`src/rtl/rate_threshold_monitor_pkg.sv`:
```
// rate_threshold_monitor_pkg: shared state encoding and default sizing for the rate threshold monitor
package rate_threshold_monitor_pkg;
  localparam int DEF_WIDTH = 25;
  localparam int DEF_HOLDOFF = 3;
  typedef enum logic [1:0] {
    ST_NORMAL = 2'd0,
    ST_HIGH   = 2'd1,
    ST_LOW    = 2'd2
  } state_e;
endpackage

```
`src/rtl/rate_holdoff_fsm.sv`:
```
// rate_holdoff_fsm: hysteresis FSM with holdoff run counter driving registered alarm decodes
module rate_holdoff_fsm
  import rate_threshold_monitor_pkg::*;
#(
  parameter int WIDTH   = DEF_WIDTH,
  parameter int HOLDOFF = DEF_HOLDOFF
) (
  input  logic             clk,
  input  logic             rst,
  input  logic             valid_i,
  input  logic             clear_i,
  input  logic [WIDTH-1:0] count_i,
  input  logic [WIDTH-1:0] thresh_hi_i,
  input  logic [WIDTH-1:0] thresh_lo_i,
  output logic             alarm_hi_o,
  output logic             alarm_lo_o
);
  localparam int RW = $clog2(HOLDOFF + 1);
  localparam logic [RW-1:0] HOLD = RW'(HOLDOFF);
  state_e state_q, state_d;
  logic [RW-1:0] run_q, run_d, run_inc;
  logic above_q, above_d, alarm_hi_q, alarm_lo_q;
  logic above, below;
  assign above   = count_i > thresh_hi_i;
  assign below   = count_i < thresh_lo_i;
  assign run_inc = (run_q == HOLD) ? run_q : run_q + 1'b1;
  // next state: a run of HOLDOFF qualifying counts moves the state; run restarts on condition change
  always_comb begin
    state_d = state_q;
    run_d   = run_q;
    above_d = above_q;
    if (clear_i) begin
      state_d = ST_NORMAL;
      run_d   = '0;
    end else if (valid_i) begin
      case (state_q)
        ST_NORMAL: begin
          if (above || below) begin
            run_d   = (run_q != '0 && above_q == above) ? run_inc : RW'(1);
            above_d = above;
            if (run_d == HOLD) begin
              state_d = above ? ST_HIGH : ST_LOW;
              run_d   = '0;
            end
          end else begin
            run_d = '0;
          end
        end
        ST_HIGH: begin
          run_d = above ? '0 : run_inc;
          if (run_d == HOLD) begin
            state_d = ST_NORMAL;
            run_d   = '0;
          end
        end
        ST_LOW: begin
          run_d = below ? '0 : run_inc;
          if (run_d == HOLD) begin
            state_d = ST_NORMAL;
            run_d   = '0;
          end
        end
        default: begin
          state_d = ST_NORMAL;
          run_d   = '0;
        end
      endcase
    end
  end
  // state, run counter and alarm decodes (alarms lag the state by one cycle)
  always_ff @(posedge clk) begin
    if (rst) begin
      state_q    <= ST_NORMAL;
      run_q      <= '0;
      above_q    <= 1'b0;
      alarm_hi_q <= 1'b0;
      alarm_lo_q <= 1'b0;
    end else begin
      state_q    <= state_d;
      run_q      <= run_d;
      above_q    <= above_d;
      alarm_hi_q <= state_q == ST_HIGH;
      alarm_lo_q <= state_q == ST_LOW;
    end
  end
  assign alarm_hi_o = alarm_hi_q;
  assign alarm_lo_o = alarm_lo_q;
endmodule

```
`src/rtl/rate_threshold_monitor.sv`:
```
// rate_threshold_monitor: captures interval counts for readout and flags sustained high/low rates
module rate_threshold_monitor
  import rate_threshold_monitor_pkg::*;
#(
  parameter int WIDTH   = DEF_WIDTH,
  parameter int HOLDOFF = DEF_HOLDOFF
) (
  input  logic             clk,
  input  logic             rst,
  input  logic [WIDTH-1:0] count_in,
  input  logic             count_valid_in,
  input  logic [WIDTH-1:0] thresh_hi_in,
  input  logic [WIDTH-1:0] thresh_lo_in,
  input  logic             thresh_load,
  input  logic             rd_req,
  output logic [WIDTH-1:0] rd_data,
  output logic             rd_valid,
  output logic             rd_overrun,
  output logic             alarm_hi,
  output logic             alarm_lo
);
  logic [WIDTH-1:0] capture_q, capture_d, rd_data_q, rd_data_d;
  logic [WIDTH-1:0] thr_hi_q, thr_lo_q;
  logic pending_q, pending_d, overrun_q, overrun_d;
  logic rd_valid_q, rd_overrun_q, rd_overrun_d;
  // capture/readout next state; a read in the same cycle as a new count returns the old capture
  always_comb begin
    capture_d    = count_valid_in ? count_in : capture_q;
    pending_d    = count_valid_in | (pending_q & ~rd_req);
    overrun_d    = ~rd_req & (overrun_q | (count_valid_in & pending_q));
    rd_data_d    = rd_req ? capture_q : rd_data_q;
    rd_overrun_d = rd_req ? overrun_q : rd_overrun_q;
  end
  // capture, readout and threshold shadow registers
  always_ff @(posedge clk) begin
    if (rst) begin
      capture_q    <= '0;
      pending_q    <= 1'b0;
      overrun_q    <= 1'b0;
      rd_data_q    <= '0;
      rd_valid_q   <= 1'b0;
      rd_overrun_q <= 1'b0;
      thr_hi_q     <= '1;
      thr_lo_q     <= '0;
    end else begin
      capture_q    <= capture_d;
      pending_q    <= pending_d;
      overrun_q    <= overrun_d;
      rd_data_q    <= rd_data_d;
      rd_valid_q   <= rd_req;
      rd_overrun_q <= rd_overrun_d;
      thr_hi_q     <= thresh_load ? thresh_hi_in : thr_hi_q;
      thr_lo_q     <= thresh_load ? thresh_lo_in : thr_lo_q;
    end
  end
  rate_holdoff_fsm #(.WIDTH(WIDTH), .HOLDOFF(HOLDOFF)) u_fsm (
    .clk         (clk),
    .rst         (rst),
    .valid_i     (count_valid_in & ~thresh_load),
    .clear_i     (thresh_load),
    .count_i     (count_in),
    .thresh_hi_i (thr_hi_q),
    .thresh_lo_i (thr_lo_q),
    .alarm_hi_o  (alarm_hi),
    .alarm_lo_o  (alarm_lo)
  );
  assign rd_data    = rd_data_q;
  assign rd_valid   = rd_valid_q;
  assign rd_overrun = rd_overrun_q;
endmodule
```
`config.mk`:
```
export PLATFORM = sky130hd
export DESIGN_NAME = rate_threshold_monitor
export DESIGN_NICKNAME = d
export VERILOG_FILES = /design/src/rtl/rate_threshold_monitor_pkg.sv /design/src/rtl/rate_holdoff_fsm.sv /design/src/rtl/rate_threshold_monitor.sv
export SDC_FILE = /design/constraint.sdc
export NUM_CORES = 1
export LEC_CHECK = 0
export CAP_MARGIN = 10
export CORE_ASPECT_RATIO = 0.6
export CORE_UTILIZATION = 50
export DETAILED_ROUTE_END_ITERATION = 8
export PLACE_DENSITY = 0.82
export SLEW_MARGIN = 30
export SYNTH_ARGS = -nofsm -noshare
export SYNTH_HDL_FRONTEND = slang
export SYNTH_SLANG_ARGS = --single-unit
```
`constraint.sdc`:
```
create_clock -name clk -period 5.5 [get_ports clk]
set_input_delay 1.65 -clock clk [delete_from_list [all_inputs] [get_ports clk]]
set_output_delay 1.65 -clock clk [all_outputs]
set_load 0.1 [all_outputs]
```
==> results of run 1 <==
-- flip-flops by register name, summed over array words and instances (netlist names), 2 cells and up --
name,flops
u_fsm.state_q,2
thr_hi_q,25
thr_lo_q,25
u_fsm.run_q,2
capture_q,25
rd_data,25
-- area by class of cell --
type,instances,area (um2),share of cell area
clock buffers,11,252.7,0.03793
clock inverters,5,80.08,0.01202
inverters,59,221.5,0.03323
multi-input cells,369,2643,0.3965
flip-flops and latches,111,2222,0.3335
well taps,135,168.9,0.02535
repair buffers,110,1076,0.1615
-- worst max-delay path, delay by kind of cell --
kind / cells / cell delay [ps]
AOI/OAI and AO/OA: 3 / 750
adders and majority gates: 1 / 370
buffers and inverters: 1 / 490
and+or+nand+nor: 5 / 1070
-- logic make-up (layout without fill, tap and decap cells) --
kind of cell | count (synthesis) | count (layout) | synth area share
simple gates | 162 | 162 | 0.1347
mux | 77 | 77 | 0.1484
compound gates | 81 | 81 | 0.1077
buf+inv | 85 | 185 | 0.06336
flops | 111 | 111 | 0.4278
fa+ha+maj | 49 | 49 | 0.1180
-- power groups by stage --
stage | logic (uW) | clock network, uW | registers (uW)
floorplan | 164 | 0 | 928
global placement | 321 | 0 | 882
detailed placement | 334 | 0 | 884
CTS | 337 | 723 | 865
global route | 369 | 760 | 870
finish | 337 | 709 | 866
-- path summary, 6_finish.rpt --
kind                                         end  slack, ps  depth (start not counted)
worst max-delay path            u_fsm.state_q[1]       1440                         10
worst min-delay path                 thr_hi_q[3]        490                          2
worst max register to register  u_fsm.state_q[1]       2900                         10
worst min register to register       thr_hi_q[3]        490                          2
-- cell usage in the layout (no fill, tap or decap), drive strengths merged, types with 13 or more instances in the layout --
cell / n
dfxtp: 111
clkdlybuf4s50: 104
nor2: 88
mux2i: 77
inv: 58
ha: 49
nand2: 44
o211ai: 26
a21oi: 21
o21ai: 13
-- metrics by stage --
stage               power [uW]  instance area (um2)  hold slack (ps)
floorplan                 1092                 5194            446.0
global placement          1203                 6331            462.8
detailed placement        1217                 6331            476.9
CTS                       1925                 6664            489.9
global route              1999                 6664            511.7
finish                    1912                 6664            486.7
-- layer usage --
layer / vias to the layer above / global-route usage / share of wire
met2: 139 / 0.3880 / 0.44
met1: 1952 / 0.3233 / 0.49
met4: 0 / 0.06932 / 0.011
met5: - / 0 / 0
li1: 2120 / - / -
met3: 15 / 0.06367 / 0.065
==> flow_summary.ini, run 1 <==
[run_status]
status = finished clean

[timing]
min_period_over_period = 0.7380
fmax_mhz = 246.4
maxSlewHeadroom = 0.3262
skew_ps = 5.748
period_minus_slack_ps = 4059
fin_ws_ps = 1441
drv_slew = 0
rsz0062_at_grt = no
tightest_slew_ps = 1008
report.final.setup_viol = 0
finalSetupTns_ps = 0
hold_viol_final = 0

[pwr]
p_sw_frac = 0.2609
p_leak_uw = 0.002996
vdd_drop_max_mv = 0.1453
pwr-share-clk = 0.371
pwr-share-comb = 0.176
powerDensity_mw_per_mm2 = 286.9
p_int_uw = 1413
sequentialPowerShare = 0.453
switching_power_uw = 498.7

[synthesis]
syn_area_per_cell_um2 = 9.192
yosys-top-cells-count = 111 x dfxtp_1, 88 x nor2_1, 77 x mux2i_1, 58 x inv_1, 49 x ha_1
ys_seq_elements = 111
syn_area_mm2 = 0.005194
syn_inst = 565
synth_top_flop_cell = dfxtp_1
ys_seq_area_frac = 0.4278
yosysMostFrequentCell = dfxtp_1
synth_edf_count = 0
ys_top_cells_by_area = dfxtp_1 43%, mux2i_1 15%, ha_1 12%
yosysTopAreaCellShare = 0.4278
synth_cell_type_count = 43
yosysWarnings = 0
synth.net_count = 694
synth_top_area_cell = dfxtp_1
synthArstFlopShare = 0

[global_route]
grt_first_pass_wirelength_um = 20460
overflow = 0
grt_pass1_vias = 4209
track_usage = 0.2423
grt_max_degree = 86
antenna_found_initial = 0

[cells_and_area]
nFillCells = 806
drive_above_1_share = 0.05113
finalNetCount = 789
fin_util = 0.6674
n_antenna_cell = 0
final_cells = 800
area_growth_syn_to_layout_pct = 28.31

[drt]
first_pass_iters = 5
vias = 4226
wl_um = 12450
drt-initial-drc-count = 241
drc = 0
viasPerCell = 5.283
ant_nets = 0
wl_per_cell_um = 15.57

[setup_path]
crit_type = primary input to flop
required_ps = 5760
crit_arrival_ps = 4320
startpoint = count_in[19]
critPathLaunchType = primary input
slowest_delay_ps = 490
crit_chain = clkdlybuf4s50_1 -> ha_1 -> a21oi_1 -> nand2_1 -> a221oi_1 -> nor2_1 -> nor3_4 -> nand3_2 -> or4_1 -> a211oi_2
r2r-start = thr_lo_q[19]
path_max_fanout = 6
slowest_stage = clkdlybuf4s50_1
end_kind = flop

[die]
io_pins = 109
start_util = 0.5202
die_area_mm2 = 0.01081
coreArea_mm2 = 0.009985
die_x_um = 133.6
die_height_um = 80.95
rows = 28

[clock_network]
cts.clk_slew.worst_paths_ps = 70
ctsHoldBuffers = 0
cts_resized = 0
ctsRootBufferMaster = clkbuf_16
post-cts-setup-buffers = 0
htreeDepth = 3
cts_buffer_depth = 2
clkLatencyLatePin_ps = 350
clock_sinks = 111
cts_buffers = 9
cts_tree = done

[flow_run]
cap_violations = 0

[placement]
gp_congestion = 0.8571
portBuffers = 108
place_ws_ps = 1078
dp.cells = 784
dp_hpwl_um = 8937

[min_path]
hp-start = thr_hi_q[3]
holdCritPathClass = flop to flop
Note: power is estimated with default switching activity, not from simulation.
==> run 2: changes to the inputs <==
Settings changed: CORE_UTILIZATION 50 to 46, PLACE_DENSITY 0.82 to 0.8.
Clock period 5.5 ns to 3.5 ns, I/O delays scaled along.
==> flow_summary.ini, run 2 (same netlist as run 1, synthesis figures left out) <==
[run_status]
status = finished with violations
violations = DRC

[placement]
dp.cells = 809
placed_area_mm2 = 0.006434
dp_hpwl_um = 9122
gp_congestion = 0.9089
place_ws_ps = -199.8
portBuffers = 108

[pwr]
finalPower_uw = 2874
pwr-share-clk = 0.335
p_leak_uw = 0.003136
p_sw_frac = 0.2777
pwr-share-comb = 0.191
p_int_uw = 2076
vdd_drop_max_mv = 0.2844
powerDensity_mw_per_mm2 = 427.0
switching_power_uw = 798.0
sequentialPowerShare = 0.473

[cells_and_area]
final_common_cell = dfxtp_1
nFillCells = 854
area_growth_syn_to_layout_pct = 29.58
drive_above_1_share = 0.1254
final_cells = 825
multiInputGateArea_mm2 = 0.002654
n_antenna_cell = 0
fin_area_mm2 = 0.006730
finalNetCount = 810
regArea_mm2 = 0.002222
mostFrequentLayoutCells = 111 x dfxtp_1, 88 x nor2_1, 77 x mux2i_1, 75 x clkdlybuf4s50_1, 58 x inv_1

[setup_path]
startpoint = count_in[8]
crit_type = primary input to flop
end_kind = flop
path_max_fanout = 6
required_ps = 3760
critPathLaunchType = primary input
crit_arrival_ps = 3590
r2r-start = thr_lo_q[19]

[drt]
wl_um = 12500
wl_per_cell_um = 15.15
first_pass_iters = 7
viasPerCell = 5.162
ant_nets = 0
drc = 8
drt-initial-drc-count = 216
vias = 4259

[timing]
hold_viol_final = 0
skew_ps = 7.743
maxSlewHeadroom = 0.3777
fin_ws_ps = 169.3
period_minus_slack_ps = 3331
report.final.setup_viol = 0
rsz0062_at_grt = no
fmax_mhz = 300.2
min_period_over_period = 0.9516
tightest_slew_ps = 933.4
drv_slew = 0

[global_route]
grt_first_pass_wirelength_um = 20760
antenna_found_initial = 0
track_usage = 0.2237
overflow = 0
grt_pass1_vias = 4273
grt_max_degree = 86

[clock_network]
clkLatencyLatePin_ps = 350
post-cts-setup-buffers = 0
clock_sinks = 111
cts_buffer_depth = 2
cts_tree = done
ctsRootBufferMaster = clkbuf_16
cts.clk_slew.worst_paths_ps = 60
cts_buffers = 9
htreeDepth = 3

[die]
coreArea_mm2 = 0.01078
die_height_um = 84.31
io_pins = 109
die_area_mm2 = 0.01173
start_util = 0.4819
rows = 29
die_x_um = 139.2

[min_path]
hp-start = thr_hi_q[0]
holdCritPathClass = flop to flop

[flow_run]
cap_violations = 0
-- run 2: cell count changes in the layout (fill, tap and decap cells not counted) --
cell	change
bufinv_16	-2
a221oi_1	-1
buf_4	+49
clkinv_4	+3
a211oi_2	+1
a211oi_1	-1
buf_12	+1
clkdlybuf4s50_1	-29
clkbuf_8	-1
a221oi_2	+1
-- run 2: worst max-delay path, cell delays in order --
cell,delay (ps)
clkdlybuf4s50_1,470
ha_1,350
a211oi_2,260
o21ai_1,120
a21oi_2,200
o21ai_2,100
nor3_4,290
nand3_2,110
or4_1,430
a211oi_2,220
-- run 2: routing by layer --
layer | vias up | track usage | routed length [um]
met5 | - | 0 | 0
met4 | 0 | 0.06061 | 42
met3 | 4 | 0.05248 | 699
met2 | 112 | 0.3590 | 5576
met1 | 1984 | 0.3026 | 6184
li1 | 2159 | - | -
-- run 2: stage by stage --
stage	setup TNS, ps	util	hold slack [ps]
global placement	-292.8	0.5970	460.7
detailed placement	-613.7	0.5970	468.9
CTS	0	0.6235	486.4
global route	0	0.6245	512.1
finish	0	0.6245	481.4
floorplan	0	-	446.0
-- run 2: timing repair --
action,CTS,global route
gates resized for setup,0,2
endpoints found under the setup margin,0,3
endpoints found under the hold margin,0,0
hold buffers,0,0
-- run 2: final cells by class --
type,count,share of cell area
clock buffer,10,0.03551
clock inverter,6,0.006879
timing repair buffer,131,0.1744
tap,139,0.02584
inverter,59,0.03291
multi-input combinational,369,0.3943
sequential,111,0.3302
-- run 2: path summary, 6_finish.rpt --
path,end,slack [ps],cells after the start
setup / recovery,u_fsm.state_q[1],170,10
hold reg to reg,thr_hi_q[0],480,2
hold / removal,thr_hi_q[0],480,2
setup reg to reg,u_fsm.run_q[0],990,11
-- run 2: power groups by stage --
stage                     registers (uW)  logic, uW  clock network, uW
after floorplan                     1460        258                  0
after global placement              1390        528                  0
after detailed placement            1390        543                  0
after CTS                           1360        549                992
after global routing                1370        604               1040
final                               1360        550                963
==> patch, RTL diff (flow settings as in run 2) <==
Encoding of `state_e`: now one-hot (3 bits for 3 states).
--- a/src/rtl/rate_threshold_monitor_pkg.sv
+++ b/src/rtl/rate_threshold_monitor_pkg.sv
@@ -2,10 +2,10 @@
 package rate_threshold_monitor_pkg;
   localparam int DEF_WIDTH = 25;
   localparam int DEF_HOLDOFF = 3;
-  typedef enum logic [1:0] {
-    ST_NORMAL = 2'd0,
-    ST_HIGH   = 2'd1,
-    ST_LOW    = 2'd2
+  typedef enum logic [2:0] {
+    ST_NORMAL = 3'b001,
+    ST_HIGH   = 3'b010,
+    ST_LOW    = 3'b100
   } state_e;
 endpackage
 
Behaviour: same outputs for any inputs over 4 cycles, from zero or initial values and one cycle with rst high; so few cycles prove little.
==> patch against run 2 <==
  * Wire length rose by 4.4%
  * Largest power group unchanged
  * Combinational power fell by 1%
  * Via count rose by 1.4%
  * Synthesized cell count rose by 1.6%
  * Sequential cell count rose by 1
  * Setup slack got worse by 29 ps
  * Die area rose by 2.0%
  * Maximum frequency fell by 0.85%
  * Largest cell class unchanged
  * Global-route usage rose by 0.20 points
  * Synthesized area rose by 2.1%
  * Final area rose by 1.2%
  * Power rose by 4.9%
==> patch: results (changes against run 2) <==
** Route
- 1st-iter DRT viols :: 214 (-0.93%)
- The wire length per cell was 15.8 microns (+4.3%).
- Detailed-route vias per instance :: 5.23 (+1.2%)
- The count of TritonRoute iterations in the first routing pass is 5 (-2).

** STA
- Worst hold slack :: 486 ps (+5.01 ps)
- The slew at the pin with the worst max-slew slack is 932 ps (-1.06 ps).
- Worst clock skew on the final layout :: 8.66 ps (+0.914 ps)

** Logic synthesis
- The fraction of registers with async set or reset after synthesis is 0% (unchanged).
- The number of nets in the synthesized netlist came to 703 (+1.3%).
- Number of distinct library cells after synthesis :: 50 (+16%)
- Flip-flop cell with the highest count after synthesis :: dfxtp_1
- The sequential share of the synthesized area was 42.3% (-0.49 points).
- Top cell types by occurrence after synthesis :: 112 x dfxtp_1, 89 x nor2_1, 77 x mux2i_1
- Synthesized area per cell :: 9.24 sq um (+0.47%)
- Leading cell types by total area after synthesis :: dfxtp_1 42%, mux2i_1 15%, ha_1 12%, nor2_1 6.3%, inv_1 3.8%
- Yosys warns :: 0 (unchanged)

** Critical path
- Among all stages on the critical path, the largest delay is contributed by clkdlybuf4s50_1.
- Among cell families on the critical path, the largest total delay comes from simple AND/OR/NAND/NOR gates.
- Setup slack on the worst flop-to-flop path :: 1000 ps
- Crit Path Max Fanout :: 5 (-1)
- WP data arrival :: 3640 ps (+50 ps)
- The delay contributed by the slowest stage of the critical path was 490 ps (+20 ps).

** Power and ir drop
- The maximum vdd ir drop was 0.307 mV (+7.9%).
- Total leakage power :: 3.15 nW (+0.52%)

** Layout
- Final layout net count :: 812 (+0.25%)
- The number of antenna cells inserted came to 0 (unchanged).
- The layout cell share with drive strength beyond 1 was 11.6% (-0.89 points).
- The final cell count without fillers was 826 (+0.12%).

** Placed design
- The placer congestion estimate came to 0.899 (-1.1%).
- Post-Place Cell Area :: 6490 sq um (+0.91%)
- Port Buffers :: 108 (unchanged)
- The half-perimeter wire length after detailed placement came to 9610 microns (+5.4%).

** Clocking
- Clock-pin slew was measured on the worst setup and hold paths at 70 ps.
- Total CTS buffers :: 9 (unchanged)
- Buffer levels on the longest clock path :: 2 (unchanged)
- Cts repair resizes :: 0 (unchanged)
- The number of H-tree levels came to 3 (unchanged).
- Post CTS Setup Buffer Count :: 0 (unchanged)
- The clock insertion delay at the later pin of the skew report was 350 ps (about the same).
- Clock root buffer master :: clkbuf_16

** GRT
- Antenna violations before repair :: 0 (unchanged)
- Overall global routing resource usage :: 22.6% (+0.20 points)
- The pin count of the biggest net entering global routing came to 52 (-40%).
- Global-route wire length before repair :: 21,100 microns (+1.4%)
- The via count of the first global-routing pass was 4,197 (-1.8%).

** Run status
- Status :: completed

** Hold path
- The min-delay analysis places its worst path in the category reg2reg.
==> patch: logic make-up after synthesis <==
logic type                 synth area share, %
AOI/OAI and AO/OA                         11.0
xor gates and xnor gates                 0.330
adders and majority gates                 11.6
buffers and inverters                     5.83
DFF                                       42.3
muxes                                     14.8
and+or+nand+nor                           14.2
==> patch: layout make-up <==
type / count / area, sq um
Fill cell: 877 / 4080
Timing Repair Buffer: 126 / 1120
Multi-Input combinational cell: 380 / 2750
Inverter: 54 / 203
Clock inverter: 6 / 92.6
Sequential cell: 112 / 2240
Tap cell: 139 / 174
Clock buffer: 9 / 225
==> patch: stage by stage <==
step	setup WS (ps)	power, W
after floorplan	554	0.00173
after global routing	27.3	0.00314
after detailed placement	-192	0.00194
after global placement	-21.7	0.00192
after CTS	163	0.00303
final	141	0.00301
==> patch: path summary, 6_finish.rpt <==
kind                        startpoint                             to  depth (start not counted)
min reg2reg   thr_hi_q[2]$_SDFFE_PP1P_       thr_hi_q[2]$_SDFFE_PP1P_                          2
min           thr_hi_q[2]$_SDFFE_PP1P_       thr_hi_q[2]$_SDFFE_PP1P_                          2
max                       count_in[20]  u_fsm.state_q[1]$_SDFFE_PP0P_                         10
max reg2reg  thr_lo_q[20]$_SDFFE_PP0P_  u_fsm.state_q[1]$_SDFFE_PP0P_                         10
==> patch: power breakdown <==
group	total (W)	internal, W	switching (W)
Clock	0.00110	0.000628	0.000472
Sequential	0.00137	0.00134	0.0000309
Combinational	0.000544	0.000233	0.000310
==> patch: layer usage <==
layer  track usage, %  vias to the layer above  wire length [microns]
met5                0                        -                      0
met1             32.2                     1989                   6540
li1                 -                     2185                      -
met3             5.19                       13                    831
met2             34.4                      130                   5550
met4             5.93                        0                    138
